**src/rtl/mem_req_pkg.sv**
```systemverilog
// Shared encodings for the mem_req AXI4-Lite request-issue stage: access sizes,
// FSM states and AXI response codes.
package mem_req_pkg;

    localparam int LANES = 4;

    typedef enum logic [1:0] {
        SIZE_B = 2'b00,
        SIZE_H = 2'b01,
        SIZE_W = 2'b10,
        SIZE_X = 2'b11
    } size_e;

    typedef enum logic [1:0] {
        ST_IDLE         = 2'd0,
        ST_RD_ADDR      = 2'd1,
        ST_WR_ADDR_DATA = 2'd2,
        ST_WAIT_RESP    = 2'd3
    } state_e;

    localparam logic [1:0] RESP_OKAY   = 2'b00;
    localparam logic [1:0] RESP_EXOKAY = 2'b01;
    localparam logic [1:0] RESP_SLVERR = 2'b10;
    localparam logic [1:0] RESP_DECERR = 2'b11;

    // Unshifted byte-lane mask for an access size (lane 0 based).
    function automatic logic [3:0] size_mask(input logic [1:0] size);
        logic [3:0] mask;
        case (size_e'(size))
            SIZE_B:  mask = 4'b0001;
            SIZE_H:  mask = 4'b0011;
            SIZE_W:  mask = 4'b1111;
            default: mask = 4'b0000;
        endcase
        return mask;
    endfunction

endpackage

```
**src/rtl/mem_lane_align.sv**
```systemverilog
// Combinational byte-lane alignment: shifts LSB-justified data to its lanes,
// builds the strobe and flags accesses that are not naturally aligned.
module mem_lane_align
    import mem_req_pkg::*;
(
    input  logic [1:0]  size_i,
    input  logic [1:0]  addr_lo_i,
    input  logic [31:0] wdata_i,
    output logic [31:0] wdata_o,
    output logic [3:0]  wstrb_o,
    output logic        misaligned_o
);

    // Lane shift, strobe generation and natural-alignment check.
    always_comb begin
        wdata_o = wdata_i << {addr_lo_i, 3'b000};
        wstrb_o = size_mask(size_i) << addr_lo_i;
        case (size_e'(size_i))
            SIZE_B:  misaligned_o = 1'b0;
            SIZE_H:  misaligned_o = addr_lo_i[0];
            SIZE_W:  misaligned_o = (addr_lo_i != 2'b00);
            default: misaligned_o = 1'b1;
        endcase
    end

endmodule

```
**src/rtl/mem_req.sv**
```systemverilog
// AXI4-Lite request-issue stage: one load (AR) or store (AW+W) in flight.
// Define MEM_REQ_PERF_EN to add saturating AR / AW-W stall counters.
module mem_req
    import mem_req_pkg::*;
#(
    parameter int ADDR_W = 32,
    parameter int DATA_W = 32
) (
    input  logic              clock,
    input  logic              reset,
    input  logic              req_valid_i,
    output logic              req_ready_o,
    input  logic              req_we_i,
    input  logic [1:0]        req_size_i,
    input  logic [ADDR_W-1:0] req_addr_i,
    input  logic [DATA_W-1:0] req_wdata_i,
    input  logic              resp_done_i,
    output logic              misalign_o,
    output logic              busy_o,
    output logic [ADDR_W-1:0] araddr_o,
    output logic [2:0]        arsize_o,
    output logic              arvalid_o,
    input  logic              arready_i,
    output logic [ADDR_W-1:0] awaddr_o,
    output logic [2:0]        awsize_o,
    output logic              awvalid_o,
    input  logic              awready_i,
    output logic [DATA_W-1:0] wdata_o,
    output logic [3:0]        wstrb_o,
    output logic              wvalid_o,
    input  logic              wready_i
`ifdef MEM_REQ_PERF_EN
    ,
    output logic [31:0]       ar_stall_cnt_o,
    output logic [31:0]       aw_stall_cnt_o
`endif
);

    state_e            state_q, state_d;
    logic [ADDR_W-1:0] addr_q, addr_d;
    logic [1:0]        size_q, size_d;
    logic [DATA_W-1:0] wdata_q, wdata_d;
    logic [3:0]        wstrb_q, wstrb_d;
    logic              arvalid_q, arvalid_d;
    logic              awvalid_q, awvalid_d;
    logic              wvalid_q, wvalid_d;
    logic              aw_done_q, aw_done_d;
    logic              w_done_q, w_done_d;
    logic              misalign_q, misalign_d;

    logic              accept_s, ar_hs_s, aw_hs_s, w_hs_s, wr_all_s;
    logic [DATA_W-1:0] al_wdata_s;
    logic [3:0]        al_wstrb_s;
    logic              al_misaligned_s;

    mem_lane_align u_align (
        .size_i       (req_size_i),
        .addr_lo_i    (req_addr_i[1:0]),
        .wdata_i      (req_wdata_i),
        .wdata_o      (al_wdata_s),
        .wstrb_o      (al_wstrb_s),
        .misaligned_o (al_misaligned_s)
    );

    assign accept_s = req_valid_i & (state_q == ST_IDLE);
    assign ar_hs_s  = arvalid_q & arready_i;
    assign aw_hs_s  = awvalid_q & awready_i;
    assign w_hs_s   = wvalid_q & wready_i;
    // Both write channels finished, counting a handshake landing this cycle.
    assign wr_all_s = (aw_done_q | aw_hs_s) & (w_done_q | w_hs_s);

    // State register.
    always_ff @(posedge clock or negedge reset) begin
        if (!reset) begin
            state_q <= ST_IDLE;
        end else begin
            state_q <= state_d;
        end
    end

    // Next-state logic.
    always_comb begin
        state_d = state_q;
        case (state_q)
            ST_IDLE: begin
                if (accept_s && !al_misaligned_s) begin
                    state_d = req_we_i ? ST_WR_ADDR_DATA : ST_RD_ADDR;
                end else begin
                    state_d = ST_IDLE;
                end
            end
            ST_RD_ADDR: begin
                if (ar_hs_s) state_d = ST_WAIT_RESP;
                else         state_d = ST_RD_ADDR;
            end
            ST_WR_ADDR_DATA: begin
                if (wr_all_s) state_d = ST_WAIT_RESP;
                else          state_d = ST_WR_ADDR_DATA;
            end
            ST_WAIT_RESP: begin
                if (resp_done_i) state_d = ST_IDLE;
                else             state_d = ST_WAIT_RESP;
            end
            default: state_d = ST_IDLE;
        endcase
    end

    // Output/payload next values; payload only loads on acceptance so it is stable while valid.
    always_comb begin
        addr_d     = addr_q;
        size_d     = size_q;
        wdata_d    = wdata_q;
        wstrb_d    = wstrb_q;
        arvalid_d  = arvalid_q;
        awvalid_d  = awvalid_q;
        wvalid_d   = wvalid_q;
        aw_done_d  = aw_done_q;
        w_done_d   = w_done_q;
        misalign_d = 1'b0;
        case (state_q)
            ST_IDLE: begin
                if (accept_s && al_misaligned_s) begin
                    misalign_d = 1'b1;
                end else if (accept_s) begin
                    addr_d = req_addr_i;
                    size_d = req_size_i;
                    if (req_we_i) begin
                        awvalid_d = 1'b1;
                        wvalid_d  = 1'b1;
                        wdata_d   = al_wdata_s;
                        wstrb_d   = al_wstrb_s;
                    end else begin
                        arvalid_d = 1'b1;
                    end
                end else begin
                    misalign_d = 1'b0;
                end
            end
            ST_RD_ADDR: begin
                if (ar_hs_s) arvalid_d = 1'b0;
                else         arvalid_d = arvalid_q;
            end
            ST_WR_ADDR_DATA: begin
                if (aw_hs_s) awvalid_d = 1'b0;
                else         awvalid_d = awvalid_q;
                if (w_hs_s)  wvalid_d = 1'b0;
                else         wvalid_d = wvalid_q;
                if (wr_all_s) begin
                    aw_done_d = 1'b0;
                    w_done_d  = 1'b0;
                end else begin
                    aw_done_d = aw_done_q | aw_hs_s;
                    w_done_d  = w_done_q | w_hs_s;
                end
            end
            default: begin
                misalign_d = 1'b0;
            end
        endcase
    end

    // Output and payload registers.
    always_ff @(posedge clock or negedge reset) begin
        if (!reset) begin
            addr_q     <= '0;
            size_q     <= 2'b00;
            wdata_q    <= '0;
            wstrb_q    <= 4'b0000;
            arvalid_q  <= 1'b0;
            awvalid_q  <= 1'b0;
            wvalid_q   <= 1'b0;
            aw_done_q  <= 1'b0;
            w_done_q   <= 1'b0;
            misalign_q <= 1'b0;
        end else begin
            addr_q     <= addr_d;
            size_q     <= size_d;
            wdata_q    <= wdata_d;
            wstrb_q    <= wstrb_d;
            arvalid_q  <= arvalid_d;
            awvalid_q  <= awvalid_d;
            wvalid_q   <= wvalid_d;
            aw_done_q  <= aw_done_d;
            w_done_q   <= w_done_d;
            misalign_q <= misalign_d;
        end
    end

    assign req_ready_o = (state_q == ST_IDLE);
    assign busy_o      = (state_q != ST_IDLE);
    assign misalign_o  = misalign_q;
    assign araddr_o    = addr_q;
    assign awaddr_o    = addr_q;
    assign arsize_o    = {1'b0, size_q};
    assign awsize_o    = {1'b0, size_q};
    assign arvalid_o   = arvalid_q;
    assign awvalid_o   = awvalid_q;
    assign wvalid_o    = wvalid_q;
    assign wdata_o     = wdata_q;
    assign wstrb_o     = wstrb_q;

`ifdef MEM_REQ_PERF_EN
    logic [31:0] ar_stall_q, ar_stall_d;
    logic [31:0] aw_stall_q, aw_stall_d;

    // Saturating stall counters.
    always_comb begin
        ar_stall_d = ar_stall_q;
        aw_stall_d = aw_stall_q;
        if ((arvalid_q && !arready_i) && (ar_stall_q != 32'hFFFF_FFFF)) begin
            ar_stall_d = ar_stall_q + 32'd1;
        end else begin
            ar_stall_d = ar_stall_q;
        end
        if (((awvalid_q && !awready_i) || (wvalid_q && !wready_i)) &&
            (aw_stall_q != 32'hFFFF_FFFF)) begin
            aw_stall_d = aw_stall_q + 32'd1;
        end else begin
            aw_stall_d = aw_stall_q;
        end
    end

    // Stall counter registers.
    always_ff @(posedge clock or negedge reset) begin
        if (!reset) begin
            ar_stall_q <= 32'd0;
            aw_stall_q <= 32'd0;
        end else begin
            ar_stall_q <= ar_stall_d;
            aw_stall_q <= aw_stall_d;
        end
    end

    assign ar_stall_cnt_o = ar_stall_q;
    assign aw_stall_cnt_o = aw_stall_q;
`endif

endmodule

```
**config.mk**
```make
export PLATFORM = sky130hd
export DESIGN_NAME = mem_req
export DESIGN_NICKNAME = d
export VERILOG_FILES = /design/src/rtl/mem_req_pkg.sv /design/src/rtl/mem_lane_align.sv /design/src/rtl/mem_req.sv
export SDC_FILE = /design/constraint.sdc
export NUM_CORES = 1
export LEC_CHECK = 0
export CORE_MARGIN = 10
export CORE_UTILIZATION = 35
export CTS_CLUSTER_SIZE = 25
export DETAILED_ROUTE_END_ITERATION = 7
export PLACE_DENSITY = 0.71
export SLEW_MARGIN = 20
export SYNTH_ARGS = -nofsm -noshare
export SYNTH_HDL_FRONTEND = slang
export SYNTH_SLANG_ARGS = --single-unit
export TNS_END_PERCENT = 50
```
**constraint.sdc**
```tcl
create_clock -name clock -period 1.6 [get_ports clock]
set_input_delay 0.32 -clock clock [delete_from_list [all_inputs] [get_ports clock]]
set_output_delay 0.32 -clock clock [all_outputs]
set_load 0.1 [all_outputs]
```
After elaboration in Yosys (flattened, before gate mapping)
Cells that the tools add are included.
{"block": "totals", "regBits": 78, "in_bits": 74, "out_inout_bits": 112, "word_cells": 71}
{"block": "classes", "eq_ne": 12, "shifts": 2, "mux": 24, "n_bitwise": 8, "n_reduce_logical": 14}
{"op": "$shl A32 B5 Y32", "count": 1}
{"op": "$reduce_and A5 Y1", "count": 3}
{"op": "$mux W1", "count": 14}
{"op": "$pmux W4 S3", "count": 1}
{"op": "$ne A2 B2 Y1 const B", "count": 5}
{"op": "$mux W2", "count": 4}
{"op": "$pmux W2 S4", "count": 1}
{"op": "$reduce_bool A2 Y1", "count": 4}
{"op": "$eq A2 B2 Y1 const B", "count": 3}
{"op": "$pmux W1 S2", "count": 3}
{"op": "$and A1 B1 Y1", "count": 5}
{"op": "$eq A2 B1 Y1 const B", "count": 2}
{"op": "$logic_not A2 Y1", "count": 2}
{"op": "$ne A2 B1 Y1 const B", "count": 2}
{"op": "$reduce_and A4 Y1", "count": 1}
{"op": "$shl A4 B2 Y4", "count": 1}
{"op": "$pmux W1 S3", "count": 1}
{"op": "$reduce_and A3 Y1", "count": 1}
{"op": "$logic_and A1 B1 Y1", "count": 2}
{"op": "$or A1 B1 Y1", "count": 2}
{"op": "$logic_not A1 Y1", "count": 1}
{"op": "$not A1 Y1", "count": 1}

Logic depth before layout (Yosys ltp)
Gate-level depths: netlist of the first run.
{"block": "logic_depth", "word_depth": 6, "depth_mapped": 8, "ltp_nobuf": 6}

Cells and area by module
Synthesis of the first run repeated with hierarchy kept, for this count alone.
{"block": "unflattened", "cells_unflattened": 307, "hier_area_um2": 3932.5}
{"mod": "mem_req", "instances": 1, "cells_each": 224, "area_per_inst_um2": 3244.4, "seq_area_each_um2": 1951.9}
{"mod": "mem_lane_align", "instances": 1, "cells_each": 83, "area_per_inst_um2": 688.2, "seq_area_each_um2": 0.0}

Least setup slack after synthesis of the first run
No wires, ideal clock.
{"block": "synth_path", "path_kind": "register -> output", "from": "register state_q[1]", "to": "output port busy_o", "t_arrival_ns": 2.680, "required_ns": 1.280, "setup_slack_ns": -1.400, "path_stages_with_launch": 3, "path_buffers": 0, "path_cell_list": "dfrtp_1 -> nor2_1 -> inv_1"}
{"block": "synth_between", "elab_chain_cells": 1}
{"element": "start, declared", "line_no": "mem_req.sv:39", "source": "state_e state_q, state_d;"}
{"element": "start signal, assigned", "line_no": "mem_req.sv:77", "source": "state_q <= state_d;"}
{"element": "$reduce_bool A2 Y1", "line_no": "mem_req.sv:190", "source": "assign busy_o = (state_q != ST_IDLE);"}
{"element": "end, declared", "line_no": "mem_req.sv:19", "source": "output logic busy_o,"}
No other way between the ends.

Worst setup path in the final report of the first run
{"block": "layout_path", "from": "register state_q[1]", "to": "register addr_q[23], in the netlist araddr_o[23]"}
{"block": "layout_between", "elab_chain_cells": 5}
{"element": "$logic_not A2 Y1 (*)", "line_no": "mem_req.sv:65, mem_req.sv:120"}
{"element": "$and A1 B1 Y1", "line_no": "mem_req.sv:65", "source": "assign accept_s = req_valid_i & (state_q == ST_IDLE);"}
{"element": "$logic_and A1 B1 Y1", "line_no": "mem_req.sv:122", "source": "if (accept_s && al_misaligned_s) begin"}
{"element": "$not A1 Y1 (no line)"}
{"element": "$reduce_and A3 Y1 (no line) (*)"}
{"element": "end signal, assigned", "line_no": "mem_req.sv:176", "source": "addr_q <= addr_d;"}
{"element": "end, declared", "line_no": "mem_req.sv:40", "source": "logic [ADDR_W-1:0] addr_q, addr_d;"}
Mark *: on every way between the ends. The rest lies on a longest branch, timed or not.
A chain may end at the register's enable or synchronous reset.

==> results, run 1 <==
- The flow ran to the end, but the final reports show violations.
- The final reports fail on negative setup slack.
- The post-route netlist has 48.3% of its cells at a drive strength greater than 1.
- The wire-length estimate of the detail-placed layout is 10400 um.
- STA puts the critical path data arrival time at 1.87 ns.
- Across the run, the number of max-cap violations was 0.
- Across the whole layout, storage elements account for 1970 um^2.
- The netlist area before placement is 3830 um^2.
- The startpoint of the most critical setup path is state_q[1].
- The number of clock buffers added by TritonCTS is 9.
- The number of enable-type register cells in the synthesized netlist is 0.
- The count of port buffers added during placement is 183.
- The DRC marker count from the first detailed-route iteration is 95.
- The total area of multi-input combinational cells is 1570 um^2.
- The clock period minus worst slack is 1.64 ns.
- The number of warnings issued by yosys is 0.
- The most used flip-flop cell after synthesis is sky130_fd_sc_hd__dfrtp_1.
- Compared with the post-synthesis result, the final layout area differs by 96.9%.
- The ratio of final minimum period to clock period is 102%.
- For this block, the routed nets add up to 13600 um of wire.
- The kind of launch point of the worst setup path is a flop.
- The portion of the post-synthesis area used by sequential elements is 51.0%.
- Setup repair after global routing could not meet its margin everywhere.
- The timing endpoint of the critical path is araddr_o[23].
- The number of placed instances, taps included is 647.
- The number of global-route vias before repair came to 3743.
- The worst register-to-register path ends at araddr_o[23].
- Dividing the detail-routed wire length by the instance count gives 20.0 um.
- The detail route stage leaves a number of antenna-violating nets equal to 0.
- The initial antenna violation count is 0.
- The class of the tightest hold or removal check is primary input to flop.
- The clock latency of the later-clocked register in the worst-skew pair is 0.35 ns.
- Before antenna repair, the detailed router went through 4 iterations.
- Dividing the detail-routed via count by the number of cells gives 4.81.
- STA classifies the critical path endpoint as a flop.
- 0 antenna diodes ended up in the layout.
- The final number of hold-violating endpoints is 0.
- No sink is reached through more buffers than the 2 on the longest clock path.
- The fmax is 0.610 GHz.
- The tree built by TritonCTS fans out to 78 sinks.
- The critical path is of the flop to flop type.
- The worst register-to-register path has a depth of 5.
- In this run the vertical extent of the chip is 125 um.
- The maximum number of pins on one net before global-route repair is 38.
- After filler insertion, the fill cell instance count of the layout stands at 732.
- Routability-driven placement finished with a final weighted congestion of 0.854.
- The final non-filler cell area is 7540 um^2.
- The first global-routing pass estimated 21500 um of wire.
- The library cells used most frequently in the layout, excluding fill and tap cells, are sky130_fd_sc_hd__buf_12 (117), sky130_fd_sc_hd__clkdlybuf4s50_1 (68), sky130_fd_sc_hd__dfrtp_1 (63).
- Row generation in the floorplan step produced 38 rows.
- The worst hold slack is 0.317 ns.
- The finished layout holds 683 standard cells, fillers aside.
- The async set-reset flop share out of synthesis is 100%.
- The gate count of the mapped netlist is 344.
- The core region is 10800 um^2.
- The slack of the critical path is -0.0385 ns.
- The flip-flop and latch count after synthesis is 78.
- The utilization of the core after routing is 69.8%.
- The number of H-tree branching levels is 3.
- STA puts the critical path data required time at 1.83 ns.
- Counting distinct cell types in the post-synthesis netlist gives 34.
- After global routing the overflow that remains totals 0.
- Setup violations remaining at the end of the flow were counted as 20.
- Clock-pin slew was measured on the worst setup and hold paths at 0.08 ns.
- The TritonCTS clock tree is done.
- The slack of the worst reg-to-reg path is -0.04 ns.
- Of all nets on the critical path, the largest fanout is 8.
- Once placement finished, the instance area stood at 6920 um^2.
- The number of pins exceeding their max-slew limit in the final report is 0.
- The top-level port count is 186.
- The library cell used most frequently in the layout, excluding fill and tap cells, is sky130_fd_sc_hd__buf_12.
- The die covers 15500 um^2.
- The layout net count is 615.
- In this run the horizontal extent of the chip is 125 um.
- The average footprint of a synthesized cell is 11.1 um^2.
- For this configuration, the core starts out at a cell density of 35.5%.
- For this run, the total global-route usage over all layers was measured as 17.3%.
- The routed via count is 3287.
- The cell chosen for the clock root is sky130_fd_sc_hd__clkbuf_8.
- Between clock sinks in the finished design, the worst skew comes to 0.00561 ns.
- The remaining design rule violation count is 0.
- In this run the critical register-to-register path is launched from state_q[1].
[kinds of logic after synthesis]
family	count (synthesis)	share of synthesized area [%]
and+or+nand+nor	76	9.09
DFF	78	51.0
buffers and inverters	61	11.1
adders and majority gates	3	0.981
AOI/OAI and AO/OA	66	11.0
muxes	59	16.8
other	1	0.0980
[synth_stat cells, types with 7 or more instances]
library cell               number  area [um^2]
sky130_fd_sc_hd__dfrtp_1       78         1950
sky130_fd_sc_hd__o31ai_1        7         52.6
sky130_fd_sc_hd__nor2_1        11         41.3
sky130_fd_sc_hd__mux2_2        36          405
sky130_fd_sc_hd__buf_4         38          285
sky130_fd_sc_hd__a21oi_1       21          105
sky130_fd_sc_hd__o21ai_0       22          110
sky130_fd_sc_hd__mux2i_1       18          180
sky130_fd_sc_hd__a211oi_1       8         60.1
sky130_fd_sc_hd__nor2b_1       10         62.6
sky130_fd_sc_hd__nand2_1       46          173
[routing by layer]
| metal | routed length, um | track usage, % | vias up | share of wire, % |
|---|---|---|---|---|
| li1 | - | - | 1527 | - |
| met1 | 5150 | 18.2 | 1571 | 38 |
| met2 | 7050 | 30.7 | 165 | 52 |
| met3 | 1180 | 7.02 | 24 | 8.7 |
| met4 | 264 | 5.28 | 0 | 1.9 |
| met5 | 0 | 0 | - | 0 |
[critical path: stages (launching register included)]
cell and delay [ns]:
sky130_fd_sc_hd__dfrtp_1 0.42, sky130_fd_sc_hd__nor3b_4 0.31, sky130_fd_sc_hd__buf_6 0.15, sky130_fd_sc_hd__o21ai_4 0.06
sky130_fd_sc_hd__bufbuf_16 0.28, sky130_fd_sc_hd__mux2_4 0.30
[sequential cells by signal, indices dropped and copies added (netlist names)]
| signal | count |
|---|---|
| araddr_o | 32 |
| arvalid_o | 1 |
| aw_done_q | 1 |
| awvalid_o | 1 |
| misalign_o | 1 |
| size_q | 2 |
| state_q | 2 |
| w_done_q | 1 |
| wdata_o | 32 |
| wstrb_o | 4 |
| wvalid_o | 1 |
[how the worst min path moves through the flow]
stage / start / to / cells past startpoint / slack (ns)
floorplan: reset / araddr_o[0] / 0 / 0.02
global placement: reset / araddr_o[23] / 1 / 0.28
detailed placement: reset / araddr_o[24] / 1 / 0.28
CTS: req_size_i[0] / size_q[0] / 3 / 0.29
global route: req_addr_i[0] / araddr_o[0] / 2 / 0.31
finish: req_addr_i[0] / araddr_o[0] / 2 / 0.32
[layout make-up]
| class | instances | area share, % |
|---|---|---|
| Timing Repair Buffer | 237 | 47.3 |
| Clock inverter | 6 | 1.46 |
| Tap cell | 140 | 2.32 |
| Clock buffer | 10 | 1.69 |
| Sequential cell | 78 | 26.1 |
| Inverter | 6 | 0.299 |
| Multi-Input combinational cell | 206 | 20.8 |
[what timing repair did]
action	in CTS	in global routing
gates resized for setup	31	21
hold endpoints to repair	31	0
endpoints found under the setup margin	77	64
pin swaps	7	1
setup buffers	14	0
gates cloned	6	1
hold buffers	1	0
[through the flow]
stage / TNS, ns / setup slack [ns]
2_1_floorplan: -1.35 / -0.289
5_1_grt: -1.38 / -0.0761
6_report: -0.411 / -0.0385
4_1_cts: -0.638 / -0.0433
3_3_place_gp: -40.12 / -0.583
3_5_place_dp: -43.36 / -0.645
Power of run 1 is left out: the tool's default activity adds up to more than one toggle a clock period on the data nets, which glitch-free logic cannot reach.
==> inputs of run 2 (changes only) <==
SLEW_MARGIN = 10   (was 20)
==> results of run 2 <==
Final layout, timing and power as in run 1 (identical DEF).
Power of run 2 is left out for the same reason.
